--- src/rtl/sram_bus_arbiter.sv ---
// sram_bus_arbiter
//
// Purpose:
//   Shares one SRAM-like memory bus between the instruction-fetch port and
//   the LSU data port. One request is accepted at a time. Its fields are
//   latched and driven onto the bus with an address/data handshake. Read data
//   and completion are then returned only to the requester that owns the
//   transaction. Simultaneous requests alternate between the two ports.
//
// Ports:
//   clk, rst                    clock, asynchronous active-high reset
//   inst_req/inst_addr          fetch request, held until inst_addr_ok
//   inst_addr_ok/inst_data_ok   one-cycle accept / read-data-valid pulses
//   inst_rdata                  fetch read data (0 unless inst_data_ok)
//   data_req/wr/wstrb/addr/wdata  LSU request, held until data_addr_ok
//   data_addr_ok/data_data_ok   one-cycle accept / completion pulses
//   data_rdata                  load read data (0 unless data_data_ok)
//   bus_req/wr/wstrb/addr/wdata request towards the bus bridge
//   bus_addr_ok/bus_data_ok     bus address accept / transaction complete
//   bus_rdata                   bus read data
//   busy                        high while a transaction is in flight

module sram_bus_arbiter #(
    parameter int ADDR_W = 32
) (
    input  logic              clk,
    input  logic              rst,

    input  logic              inst_req,
    input  logic [ADDR_W-1:0] inst_addr,
    output logic              inst_addr_ok,
    output logic              inst_data_ok,
    output logic [31:0]       inst_rdata,

    input  logic              data_req,
    input  logic              data_wr,
    input  logic [3:0]        data_wstrb,
    input  logic [ADDR_W-1:0] data_addr,
    input  logic [31:0]       data_wdata,
    output logic              data_addr_ok,
    output logic              data_data_ok,
    output logic [31:0]       data_rdata,

    output logic              bus_req,
    output logic              bus_wr,
    output logic [3:0]        bus_wstrb,
    output logic [ADDR_W-1:0] bus_addr,
    output logic [31:0]       bus_wdata,
    input  logic              bus_addr_ok,
    input  logic              bus_data_ok,
    input  logic [31:0]       bus_rdata,

    output logic              busy
);

    typedef enum logic [1:0] {
        IDLE = 2'd0,
        ADDR = 2'd1,
        DATA = 2'd2
    } state_t;

    state_t            state_q, state_d;
    logic              owner_q, owner_d;
    logic              lastOwner_q, lastOwner_d;
    logic              wr_q, wr_d;
    logic [3:0]        wstrb_q, wstrb_d;
    logic [ADDR_W-1:0] addr_q, addr_d;
    logic [31:0]       wdata_q, wdata_d;
    logic              busy_q, busy_d;

    logic grantData;
    logic grantInst;
    logic completing;

    // Arbitration. Grants are combinational so that the requester sees its
    // accept pulse in the same cycle. While reset is held, no grant may leak
    // out. On a tie, the port that did not win last time is favoured.
    always_comb begin
        grantData = 1'b0;
        grantInst = 1'b0;
        if (state_q == IDLE && !rst) begin
            grantData = data_req && (!inst_req || !lastOwner_q);
            grantInst = inst_req && !grantData;
        end
    end

    // Next-state logic: latch the winner's fields on a grant, then walk the
    // address and data phases of the bus handshake.
    always_comb begin
        state_d     = state_q;
        owner_d     = owner_q;
        lastOwner_d = lastOwner_q;
        wr_d        = wr_q;
        wstrb_d     = wstrb_q;
        addr_d      = addr_q;
        wdata_d     = wdata_q;
        case (state_q)
            IDLE: begin
                if (grantData) begin
                    state_d     = ADDR;
                    owner_d     = 1'b1;
                    lastOwner_d = 1'b1;
                    wr_d        = data_wr;
                    wstrb_d     = data_wstrb;
                    addr_d      = data_addr;
                    wdata_d     = data_wdata;
                end else if (grantInst) begin
                    state_d     = ADDR;
                    owner_d     = 1'b0;
                    lastOwner_d = 1'b0;
                    wr_d        = 1'b0;
                    wstrb_d     = 4'b0000;
                    addr_d      = inst_addr;
                    wdata_d     = 32'h0;
                end
            end
            ADDR: begin
                if (bus_addr_ok) begin
                    state_d = DATA;
                end
            end
            DATA: begin
                if (bus_data_ok) begin
                    state_d = IDLE;
                end
            end
            default: state_d = IDLE;
        endcase
        busy_d = (state_d != IDLE);
    end

    // State and latched request fields. Because the reset is asynchronous,
    // an in-flight transaction is dropped instantly.
    always_ff @(posedge clk or posedge rst) begin
        if (rst) begin
            state_q     <= IDLE;
            owner_q     <= 1'b0;
            lastOwner_q <= 1'b0;
            wr_q        <= 1'b0;
            wstrb_q     <= 4'b0000;
            addr_q      <= '0;
            wdata_q     <= 32'h0;
            busy_q      <= 1'b0;
        end else begin
            state_q     <= state_d;
            owner_q     <= owner_d;
            lastOwner_q <= lastOwner_d;
            wr_q        <= wr_d;
            wstrb_q     <= wstrb_d;
            addr_q      <= addr_d;
            wdata_q     <= wdata_d;
            busy_q      <= busy_d;
        end
    end

    // Completion is forwarded only in DATA. A stray bus_data_ok in any other
    // state therefore has no effect. Only the owner sees the pulse and data.
    assign completing   = (state_q == DATA) && bus_data_ok;

    assign inst_addr_ok = grantInst;
    assign data_addr_ok = grantData;
    assign inst_data_ok = completing && !owner_q;
    assign data_data_ok = completing && owner_q;
    assign inst_rdata   = inst_data_ok ? bus_rdata : 32'h0;
    assign data_rdata   = data_data_ok ? bus_rdata : 32'h0;

    assign bus_req      = (state_q == ADDR);
    assign bus_wr       = wr_q;
    assign bus_wstrb    = wstrb_q;
    assign bus_addr     = addr_q;
    assign bus_wdata    = wdata_q;
    assign busy         = busy_q;

endmodule

--- config.mk ---
export PLATFORM = sky130hd
export DESIGN_NAME = sram_bus_arbiter
export DESIGN_NICKNAME = d
export VERILOG_FILES = /design/src/rtl/sram_bus_arbiter.sv
export SDC_FILE = /design/constraint.sdc
export NUM_CORES = 1
export LEC_CHECK = 0
export ABC_AREA = 0
export CAP_MARGIN = 20
export CORE_ASPECT_RATIO = 1.1
export CORE_MARGIN = 5
export CORE_UTILIZATION = 37
export CTS_CLUSTER_DIAMETER = 40
export DETAILED_ROUTE_END_ITERATION = 7
export HOLD_SLACK_MARGIN = 0.1
export PLACE_DENSITY = 0.88
export SLEW_MARGIN = 10
export SYNTH_ARGS = -nofsm -noshare
export SYNTH_HDL_FRONTEND = slang
export SYNTH_SLANG_ARGS = --single-unit
--- constraint.sdc ---
create_clock -name clk -period 4.72 [get_ports clk]
set_input_delay 0.472 -clock clk [delete_from_list [all_inputs] [get_ports clk]]
set_output_delay 0.472 -clock clk [all_outputs]
set_load 0.1 [all_outputs]
# Word-level counts from Yosys, hierarchy flattened
# Cells that the tools add are included.
dict set report totals {
  reg_bits 73
  out_inout_bits 139
  elab_cells 42
  input_bits 139
}
dict set report op_classes {
  n_mux 18
  n_eq_ne 2
  reduce_logical 15
}
# operator count
set op_table {}
lappend op_table {{two-way mux 32 bit} 6}
lappend op_table {{two-way mux 2 bit} 4}
lappend op_table {{two-way mux 4 bit} 2}
lappend op_table {{logical AND 1 bit} 6}
lappend op_table {{one-hot mux 2 bit (3 select lines)} 1}
lappend op_table {{two-way mux 1 bit} 5}
lappend op_table {{zero test 1 bit} 4}
lappend op_table {{nonzero test 2 bit} 2}
lappend op_table {{== test 2 x 1 -> 1 bit, second input constant} 1}
lappend op_table {{== test 2 bit, second input constant} 1}
lappend op_table {{zero test 2 bit} 1}
lappend op_table {{AND reduction 2 bit} 1}
lappend op_table {{logical OR 1 bit} 1}

# Longest topological paths before layout
# Gate-level depths: netlist of run 1.
dict set report logic_depth {
  word_depth 10
  ltp_mapped 6
  depth_no_buf 4
}

# Worst setup path after synthesis of run 1
# Ideal clock, no wire load.
dict set report synth_timing {
  path_kind {reg2out}
  start {reg state_q[0]}
  end {out inst_rdata[22]}
  required_time_ps 4248
  setup_slack_ps 1531
  stages_incl_launch_ff 5
  t_arrival_ps 2717
  cell_sequence {dfrtp_1 > nand2b_1 > nor3b_2 > clkbuf_1 > and2_1}
}
dict set report synth_via {
  elab_chain_len 4
}
# element line_no
set synth_rtl {}
lappend synth_rtl {{from (decl)} 62} ;# state_t state_q, state_d;
lappend synth_rtl {{from (signal assigned)} 145} ;# state_q <= state_d;
lappend synth_rtl {{== test 2 bit} 158} ;# assign completing = (state_q == DATA) && bus_data_ok;
lappend synth_rtl {{logical AND 1 bit} 158}
lappend synth_rtl {{logical AND 1 bit} 162} ;# assign inst_data_ok = completing && !owner_q;
lappend synth_rtl {{via inst_data_ok} 32} ;# output logic inst_data_ok,
lappend synth_rtl {{two-way mux 32 bit} 164} ;# assign inst_rdata = inst_data_ok ? bus_rdata : 32'h0;
lappend synth_rtl {{to (decl)} 33} ;# output logic [31:0] inst_rdata,
# The timed path passes the listed nets, and every way through them passes these cells.

# Final worst setup path of run 1
dict set report layout_timing {
  start {in bus_data_ok}
  end {out data_data_ok}
}
dict set report layout_via {
  elab_chain_len 2
}
# element line_no
set layout_rtl {}
lappend layout_rtl {{from (decl)} 50} ;# input logic bus_data_ok,
lappend layout_rtl {{logical AND 1 bit} 158}
lappend layout_rtl {{logical AND 1 bit} 163} ;# assign data_data_ok = completing && owner_q;
lappend layout_rtl {{to (decl)} 41} ;# output logic data_data_ok,
# Every way passes these cells.

==> results.py, run 1 <==
metrics = {
    "outcome": {
        "status": "finished, final reports clean",
    },
    "power_and_ir_drop": {
        "p_switching_uw": 3310,
        "switching_share_pct": 61.3,
        "combPwrFrac_pct": 69.5,
        "p_int_uw": 2100,
        "ir_worst_vdd_v": 0.000336,
        "seq_power_share_pct": 20.2,
        "clock_power_share_pct": 10.4,
        "p_per_area_mw_per_mm2": 832,
        "p_leak_uw": 0.00281,
    },
    "synth": {
        "synth_edf_count": 0,
        "synth.avg_cell_area_um2": 9.91,
        "synth_area_leaders": "dfrtp_1, and2_1, a22o_1",
        "synth_seq_cells": 73,
        "synth.distinct_cells": 27,
        "synthCells": 364,
        "synth_nets": 503,
        "async_flop_share_pct": 100,
        "ys_seq_area_share_pct": 50.6,
        "synthTopCellsByCount": "dfrtp_1, and2_1, a22o_1",
        "synth_area_mm2": 0.00361,
        "synth_top_cell_area_share_pct": 50.6,
        "yosysTopAreaCell": "dfrtp_1",
        "synth_top_flop_cell": "dfrtp_1",
        "ys_warn_count": 0,
        "yosysMostFrequentCell": "dfrtp_1",
    },
    "worst_setup_path": {
        "crit_path_max_incr_delay_ns": 1.18,
        "crit_required_ns": 4.25,
        "ff2ff_path_depth": 5,
        "r2r-end": "bus_wr",
        "cp-end-kind": "primary output",
        "critical_path_arrival_ns": 2.65,
        "critPathMostFrequentCell": "clkdlybuf4s50_1",
        "timing.critical_path.from": "bus_data_ok",
        "rrSetupSlack_ns": 2.32,
        "crit_type": "in -> out",
        "crit_chain": "clkdlybuf4s50_1, and4b_1, buf_4, clkdlybuf4s50_1",
        "cp_max_fo": 33,
        "reg2reg_from": "state_q[0]",
        "crit_slowest_cell": "clkdlybuf4s50_1",
        "start_kind": "input port",
    },
    "cts": {
        "cts.sink_count": 73,
        "clk_pin_slew_ns": 0.07,
        "cts_root_buf": "clkbuf_8",
        "postCtsSetupBuffers": 0,
        "insertion_delay_ns": 0.35,
        "clk_path_buf_depth": 2,
        "numCtsBuffers": 9,
        "cts_resized": 0,
        "htreeDepth": 3,
        "hold_buffers": 0,
        "cts_tree": "yes",
    },
    "sta": {
        "period_share_pct": 66.2,
        "slew_headroom_pct": 31.5,
        "fmax_mhz": 320,
        "timing.setup.tns_ns": 0,
        "layout_min_cycle_time_ns": 3.12,
        "tightest_slew_ns": 1.02,
        "clock_skew_ns": 0.00744,
        "hold_viol": 0,
        "rsz0062_at_grt": "no",
        "slew_viol_final": 0,
        "finalSetupViolCount": 0,
    },
    "routing": {
        "drtPass1Iterations": 4,
        "vias_per_cell": 5.28,
        "drtIter0Drc": 190,
        "drt-total-wl_um": 14200,
        "vias": 3934,
        "wl_per_cell_um": 19.0,
        "drc": 0,
        "ant_nets": 0,
    },
    "grt": {
        "grt.busiest_layer": "met2",
        "grt_pass1_vias": 4110,
        "grt_overflow_total": 0,
        "grtUsageMet2_pct": 40.4,
        "grt_max_degree": 69,
        "grt_pass1_wl_um": 22100,
        "grtUsageTotal_pct": 23.3,
        "grtUsageMet1_pct": 26.0,
        "antenna_found_initial": 0,
        "grtUsageMet3_pct": 7.07,
    },
    "floorplanning": {
        "dieArea_mm2": 0.0118,
        "start_util_pct": 38.2,
        "fp.dieW_um": 104,
        "coreArea_mm2": 0.00944,
        "ioPinCount": 278,
        "fp-row-count": 37,
        "die_y_um": 114,
    },
    "cells_and_area": {
        "fin_nets": 762,
        "n_fill_cell": 735,
        "n_antenna_cell": 0,
        "drive_gt1_share_pct": 15.8,
        "area_delta_synth_final_pct": 80.2,
        "multi_input_area_mm2": 0.00157,
        "instances_no_fill": 745,
        "regArea_mm2": 0.00183,
    },
    "worst_hold_path": {
        "hp-class": "reg -> reg",
        "min_from": "bus_wdata[2]",
        "holdPathEnd": "bus_wdata[2]",
        "worstHoldPathCells": 1,
    },
    "run": {
        "maxCapViolCount": 0,
    },
    "placement": {
        "hpwl_um": 10600,
        "dp_cells": 727,
        "port_buffers": 277,
        "place.gp.congestion": 0.823,
    },
}
==> through the flow <==
step | hold slack [ns] | utilization (%) | instance area [µm²] | power, µW | setup slack [ns]
after floorplan | 0.565 | - | 3610 | 3920 | 1.53
after global placement | 0.481 | 65.8 | 6210 | 4800 | 1.60
after detailed placement | 0.480 | 66.0 | 6240 | 4850 | 1.60
after CTS | 0.505 | 68.5 | 6470 | 5430 | 1.60
after global routing | 0.513 | 68.8 | 6500 | 5610 | 1.55
final | 0.503 | 68.8 | 6500 | 5410 | 1.60
==> sequential cells by signal (all words and copies together) (netlist names) <==
name / cells
bus_addr: 32
bus_wdata: 32
bus_wstrb: 4
state_q: 2
bus_wr: 1
busy: 1
lastOwner_q: 1
==> layer usage <==
metal | share of wire [%] | wire (µm)
met5 | 0 | 0
met4 | 4.3 | 603
met3 | 8.4 | 1190
met2 | 50 | 7150
met1 | 37 | 5240
==> worst max-delay path, delay by kind of cell <==
family	cells	cell delay [ns]
buffers and inverters	3	1.95
AND/OR/NAND/NOR	1	0.22
==> layout make-up <==
type | count | area share [%]
multi-input cells | 249 | 24.1
inverters | 3 | 0.173
repair buffers | 287 | 41.8
clock inverters | 5 | 1.19
flip-flops and latches | 73 | 28.1
clock buffers | 11 | 2.33
well taps | 117 | 2.25
==> power groups by stage <==
stage / clock [µW] / sequential [µW] / combinational [µW]
floorplan: 0 / 3090 / 826
global placement: 0 / 1090 / 3710
detailed placement: 0 / 1100 / 3760
CTS: 572 / 1090 / 3770
global route: 605 / 1130 / 3870
finish: 561 / 1090 / 3760
==> layout by cell type (no fill, tap or decap), types with 2 or more instances in the layout <==
| cell | instances |
|---|---|
| a21oi_1 | 33 |
| a22o_1 | 37 |
| a31oi_1 | 33 |
| and2_1 | 65 |
| buf_4 | 74 |
| bufinv_16 | 2 |
| clkbuf_8 | 11 |
| clkdlybuf4s50_1 | 210 |
| clkinv_2 | 2 |
| dfrtp_1 | 73 |
| inv_1 | 2 |
| nand2_1 | 2 |
| nand2b_1 | 2 |
| nand3_1 | 32 |
| o21ai_0 | 2 |
| o21ai_1 | 33 |
==> how the worst max path moves through the flow <==
stage	end	slack [ns]	cells past startpoint
after floorplan	inst_rdata[22]	1.53	4
after global placement	bus_wdata[11]	1.60	5
after detailed placement	data_data_ok	1.60	4
after CTS	data_data_ok	1.60	4
after global routing	data_data_ok	1.55	4
final	data_data_ok	1.60	4
==> kinds of logic after synthesis <==
family / share of synthesized area [%]
compound gates: 25.1
flops: 50.6
simple gates: 18.2
buf+inv: 6.07
Power figures use the tool's default switching activity.
==> run 2: changes to the inputs <==
--- a/config.mk
+++ b/config.mk
@@ -9,11 +9,11 @@
 export CAP_MARGIN = 20
 export CORE_ASPECT_RATIO = 1.1
 export CORE_MARGIN = 5
-export CORE_UTILIZATION = 37
+export CORE_UTILIZATION = 31
 export CTS_CLUSTER_DIAMETER = 40
 export DETAILED_ROUTE_END_ITERATION = 7
 export HOLD_SLACK_MARGIN = 0.1
-export PLACE_DENSITY = 0.88
+export PLACE_DENSITY = 0.78
 export SLEW_MARGIN = 10
 export SYNTH_ARGS = -nofsm -noshare
 export SYNTH_HDL_FRONTEND = slang
==> constraint.sdc (replaced) <==
create_clock -name clk -period 2.7 [get_ports clk]
set_input_delay 0.27 -clock clk [delete_from_list [all_inputs] [get_ports clk]]
set_output_delay 0.27 -clock clk [all_outputs]
set_load 0.1 [all_outputs]
==> run 2 against run 1 <==
Compared with the run above:
- non-clock buffer count rose by 3
- setup slack got worse by 1.1 ns
- clock-buffer cell count rose by 1
- worst hold slack got worse by 0.036 ns
- clock power rose by 87%
- register-to-register slack got worse by 1.4 ns
- critical path depth rose by 1
- sequential power rose by 77%
- largest power group unchanged
- highest routed layer unchanged
==> results.py, run 2 (synthesized netlist as in run 1, its figures left out) <==
metrics = {
    "power_and_ir_drop": {
        "p_switching_uw": 5840,
        "combPwrFrac_pct": 68.9,
        "switching_share_pct": 61.1,
        "seq_power_share_pct": 20.2,
        "p_int_uw": 3720,
        "p_leak_uw": 0.00310,
        "clock_power_share_pct": 10.9,
        "p_per_area_mw_per_mm2": 1320,
        "ir_worst_vdd_v": 0.00102,
        "power.total_uw": 9560,
    },
    "worst_setup_path": {
        "critical_path_arrival_ns": 1.91,
        "r2r-end": "bus_wdata[26]",
        "cp_max_fo": 33,
        "timing.critical_path.from": "state_q[0]",
        "crit_type": "reg -> out",
        "crit_required_ns": 2.43,
        "reg2reg_from": "state_q[0]",
        "cp-end-kind": "primary output",
        "cp-endpoint": "inst_rdata[25]",
        "ff2ff_path_depth": 4,
        "start_kind": "flop",
        "rrSetupSlack_ns": 0.91,
    },
    "grt": {
        "grt_pass1_vias": 4162,
        "grt_pass1_wl_um": 22200,
        "grt_overflow_total": 0,
        "antenna_found_initial": 0,
        "grt_max_degree": 50,
        "grtUsageTotal_pct": 20.2,
    },
    "floorplanning": {
        "die_y_um": 123,
        "dieArea_mm2": 0.0139,
        "fp-row-count": 41,
        "ioPinCount": 278,
        "coreArea_mm2": 0.0114,
        "fp.dieW_um": 113,
        "start_util_pct": 31.5,
    },
    "cts": {
        "postCtsSetupBuffers": 0,
        "cts.sink_count": 73,
        "cts_tree": "yes",
        "htreeDepth": 3,
        "insertion_delay_ns": 0.32,
        "cts_root_buf": "clkbuf_16",
        "clk_path_buf_depth": 2,
        "numCtsBuffers": 9,
        "hold_buffers": 0,
        "cts_resized": 0,
        "clk_pin_slew_ns": 0.05,
    },
    "placement": {
        "port_buffers": 277,
        "place.gp.congestion": 0.863,
        "pre_cts_slack_ns": 0.642,
        "dp_cells": 765,
        "dpl_cell_area_mm2": 0.00698,
        "hpwl_um": 11700,
    },
    "run": {
        "maxCapViolCount": 0,
    },
    "cells_and_area": {
        "instances_no_fill": 780,
        "n_fill_cell": 893,
        "layout_common_cells": "clkdlybuf4s50_1, buf_4, dfrtp_1, buf_12, and2_1",
        "area_delta_synth_final_pct": 101,
        "multi_input_area_mm2": 0.00157,
        "fin_nets": 765,
        "layout_commonest_cell": "clkdlybuf4s50_1",
        "post-route-cell-area_mm2": 0.00724,
        "drive_gt1_share_pct": 27.1,
        "regArea_mm2": 0.00183,
        "n_antenna_cell": 0,
    },
    "sta": {
        "fmax_mhz": 458,
        "rsz0062_at_grt": "no",
        "layout_min_cycle_time_ns": 2.18,
        "slew_headroom_pct": 57.6,
        "tightest_slew_ns": 0.633,
        "hold_viol": 0,
        "clock_skew_ns": 0.00445,
        "timing.setup.tns_ns": 0,
        "slew_viol_final": 0,
        "finalSetupViolCount": 0,
        "postLayoutSetupSlackWorst_ns": 0.517,
        "period_share_pct": 80.8,
    },
    "routing": {
        "vias": 3972,
        "drtPass1Iterations": 5,
        "ant_nets": 0,
        "drtIter0Drc": 241,
        "drt-total-wl_um": 14700,
        "vias_per_cell": 5.09,
        "drc": 0,
        "wl_per_cell_um": 18.8,
    },
    "outcome": {
        "status": "finished, final reports clean",
    },
    "worst_hold_path": {
        "hp-class": "in -> async",
    },
}
==> run 2: cell count changes in the layout (fill, tap and decap cells not counted), sizes merged <==
cell	previous run	this run
buf	77	152
bufinv	2	0
clkbuf	11	12
clkdlybuf4s50	210	138
==> run 2: area by class of cell <==
| class | count | area share [%] |
|---|---|---|
| repair buffers | 290 | 46.7 |
| flip-flops and latches | 73 | 25.2 |
| multi-input cells | 249 | 21.6 |
| clock buffers | 12 | 3.40 |
| well taps | 150 | 2.59 |
| clock inverters | 3 | 0.242 |
| inverters | 3 | 0.155 |
==> run 2: worst min-delay path by stage <==
stage	startpoint	endpoint	slack, ns	depth (start not counted)
finish	rst	bus_addr[3]	0.47	3
global route	bus_wdata[22]	bus_wdata[22]	0.51	1
CTS	rst	bus_addr[20]	0.48	3
detailed placement	bus_wdata[27]	bus_wdata[27]	0.48	1
global placement	bus_wdata[19]	bus_wdata[19]	0.48	1
floorplan	bus_addr_ok	state_q[0]	0.36	1
==> run 2: worst max-delay path, stage by stage (launching register included) <==
cell and delay [ns]:
dfrtp_1 0.43, nand2b_1 0.22, nor3b_2 0.19, buf_4 0.31, and2_1 0.24, buf_12 0.19
==> run 2: stage by stage <==
stage                     hold WS (ns)  util, %
after floorplan                  0.363        -
after global placement           0.483     61.0
after detailed placement         0.484     61.0
after CTS                        0.480     63.3
after global routing             0.511     63.3
final                            0.467     63.3
==> run 2: power by group through the flow <==
stage	Combinational, µW	Sequential [µW]	Clock (µW)
5_1_grt	6780	1990	1120
2_1_floorplan	1440	5410	0
6_report	6580	1930	1050
3_5_place_dp	6610	1930	0
4_1_cts	6610	1930	1080
3_3_place_gp	6540	1920	0
==> run 2: metal layers <==
layer,vias up,GRT usage (%),wire [µm]
met2,221,34.2,7520
met5,-,0,0
met1,1877,24.6,5460
met4,0,7.14,405
li1,1842,-,-
met3,32,5.97,1270
==> run 3: changes to the inputs <==
==> constraint.sdc (replaced) <==
create_clock -name clk -period 1.81 [get_ports clk]
set_input_delay 0.181 -clock clk [delete_from_list [all_inputs] [get_ports clk]]
set_output_delay 0.181 -clock clk [all_outputs]
set_load 0.1 [all_outputs]
==> run 3 against run 2 <==
Compared with the run above:
- the flow now finishes with violations (setup timing)
- sequential share of layout area down 1.4 points
- clock skew up 0.0041 ns
- sequential power up 49%
- setup slack worse by 0.59 ns
- critical endpoint is now inst_rdata[8]
- non-clock buffer count up 16
- critical path depth up 1
- first-iteration DRC count down 9.1%
- utilization up 3.9 points
- sequential cell count unchanged
==> results.py, run 3 (synthesized netlist as in run 1, its figures left out) <==
metrics = {
    "outcome": {
        "status": "complete, but fails checks",
        "violations": "setup timing",
    },
    "routing": {
        "wl_per_cell_um": 19.2,
        "drtIter0Drc": 219,
        "vias_per_cell": 5.05,
        "drtPass1Iterations": 4,
        "drt-total-wl_um": 15300,
        "ant_nets": 0,
        "drc": 0,
        "vias": 4026,
    },
    "cts": {
        "htreeDepth": 3,
        "insertion_delay_ns": 0.32,
        "clk_pin_slew_ns": 0.07,
        "cts_root_buf": "clkbuf_16",
        "cts.sink_count": 73,
        "cts_tree": "yes",
        "clk_path_buf_depth": 2,
        "numCtsBuffers": 9,
        "hold_buffers": 0,
    },
    "sta": {
        "slew_viol_final": 0,
        "rsz0062_at_grt": "yes",
        "finalSetupViolCount": 44,
        "period_share_pct": 104,
        "hold_viol": 0,
        "timing.setup.tns_ns": -1.74,
        "tightest_slew_ns": 0.470,
        "clock_skew_ns": 0.00851,
        "postLayoutSetupSlackWorst_ns": -0.0712,
        "fmax_mhz": 532,
        "slew_headroom_pct": 68.7,
        "layout_min_cycle_time_ns": 1.88,
    },
    "power_and_ir_drop": {
        "p_per_area_mw_per_mm2": 1920,
        "power.total_uw": 14700,
        "ir_worst_vdd_v": 0.00146,
        "p_leak_uw": 0.00330,
    },
    "cells_and_area": {
        "fin_util_pct": 67.3,
        "drive_gt1_share_pct": 40.0,
        "n_antenna_cell": 0,
        "area_delta_synth_final_pct": 113,
        "fin_nets": 781,
        "layout_common_cells": "clkdlybuf4s50_1, buf_4, buf_12, dfrtp_1, and2_4",
        "n_fill_cell": 839,
        "layout_commonest_cell": "clkdlybuf4s50_1",
    },
    "placement": {
        "port_buffers": 277,
        "pre_cts_slack_ns": 0.0402,
        "place.gp.congestion": 0.920,
        "hpwl_um": 11600,
    },
    "floorplanning": {
        "fp.dieW_um": 113,
        "ioPinCount": 278,
        "fp-row-count": 41,
        "die_y_um": 123,
        "coreArea_mm2": 0.0114,
        "dieArea_mm2": 0.0139,
        "start_util_pct": 31.5,
    },
    "grt": {
        "grt_pass1_vias": 4200,
        "grtUsageTotal_pct": 20.5,
        "grt_max_degree": 40,
        "grt_overflow_total": 0,
        "antenna_found_initial": 0,
        "grt_pass1_wl_um": 22600,
    },
    "worst_setup_path": {
        "crit_required_ns": 1.63,
        "crit_type": "reg -> out",
        "cp_max_fo": 16,
        "cp-end-kind": "primary output",
        "ff2ff_path_depth": 6,
        "critical_path_arrival_ns": 1.70,
        "start_kind": "flop",
    },
    "worst_hold_path": {
        "worstHoldPathCells": 3,
        "hp-class": "in -> reg",
    },
    "run": {
        "maxCapViolCount": 0,
    },
}
run 3: report_power, final:
group	internal, µW	switching, µW	leakage (µW)	total (µW)
clock network	952	729	0.000131	1680
logic	2500	7700	0.00229	10200
registers	2380	484	0.000883	2870
run 3: repair_timing:
action	CTS	global route
setup endpoints to repair	67	66
pin swaps	4	19
setup buffers	5	2
gates resized for setup	15	38
cloned	1	2
run 3: worst paths after layout:
path                                from            end  slack, ns
min in group asynchronous            rst     state_q[0]       0.45
min reg2reg                bus_wdata[29]  bus_wdata[29]       0.50
max in group asynchronous            rst   bus_wstrb[1]       1.02
min                        data_addr[29]   bus_addr[29]       0.43
max reg2reg                   state_q[1]   bus_addr[10]       0.12
max                           state_q[0]  inst_rdata[8]      -0.07
run 3: cell type report:
cell class / count / area (µm²) / share of cell area [%]
Inverter: 3 / 15.0 / 0.195
Tap cell: 150 / 188 / 2.44
Clock inverter: 7 / 60.1 / 0.780
Timing Repair Buffer: 306 / 3630 / 47.2
Clock buffer: 9 / 225 / 2.93
Multi-Input combinational cell: 249 / 1750 / 22.7
Sequential cell: 73 / 1830 / 23.8
run 3: routing by layer:
| layer | up-vias | track usage [%] | routed length (µm) |
|---|---|---|---|
| met5 | - | 0 | 0 |
| met4 | 0 | 7.29 | 478 |
| met3 | 32 | 6.61 | 1310 |
| met2 | 191 | 34.8 | 7750 |
| met1 | 1919 | 24.4 | 5750 |
| li1 | 1884 | - | - |
run 3: through the flow:
step	instance area, µm²	instances	hold WS (ns)
4_1_cts	7590	793	0.420
3_5_place_dp	7210	771	0.483
5_1_grt	7690	797	0.426
3_3_place_gp	7210	771	0.483
2_1_floorplan	3720	364	0.274
6_report	7690	797	0.429
run 3: worst max-delay path, cell delays in order, from the launching register on:
cell,delay [ns]
dfrtp_1,0.40
nand2b_4,0.17
nor3b_4,0.17
buf_6,0.14
buf_16,0.15
and2_2,0.17
buf_12,0.17
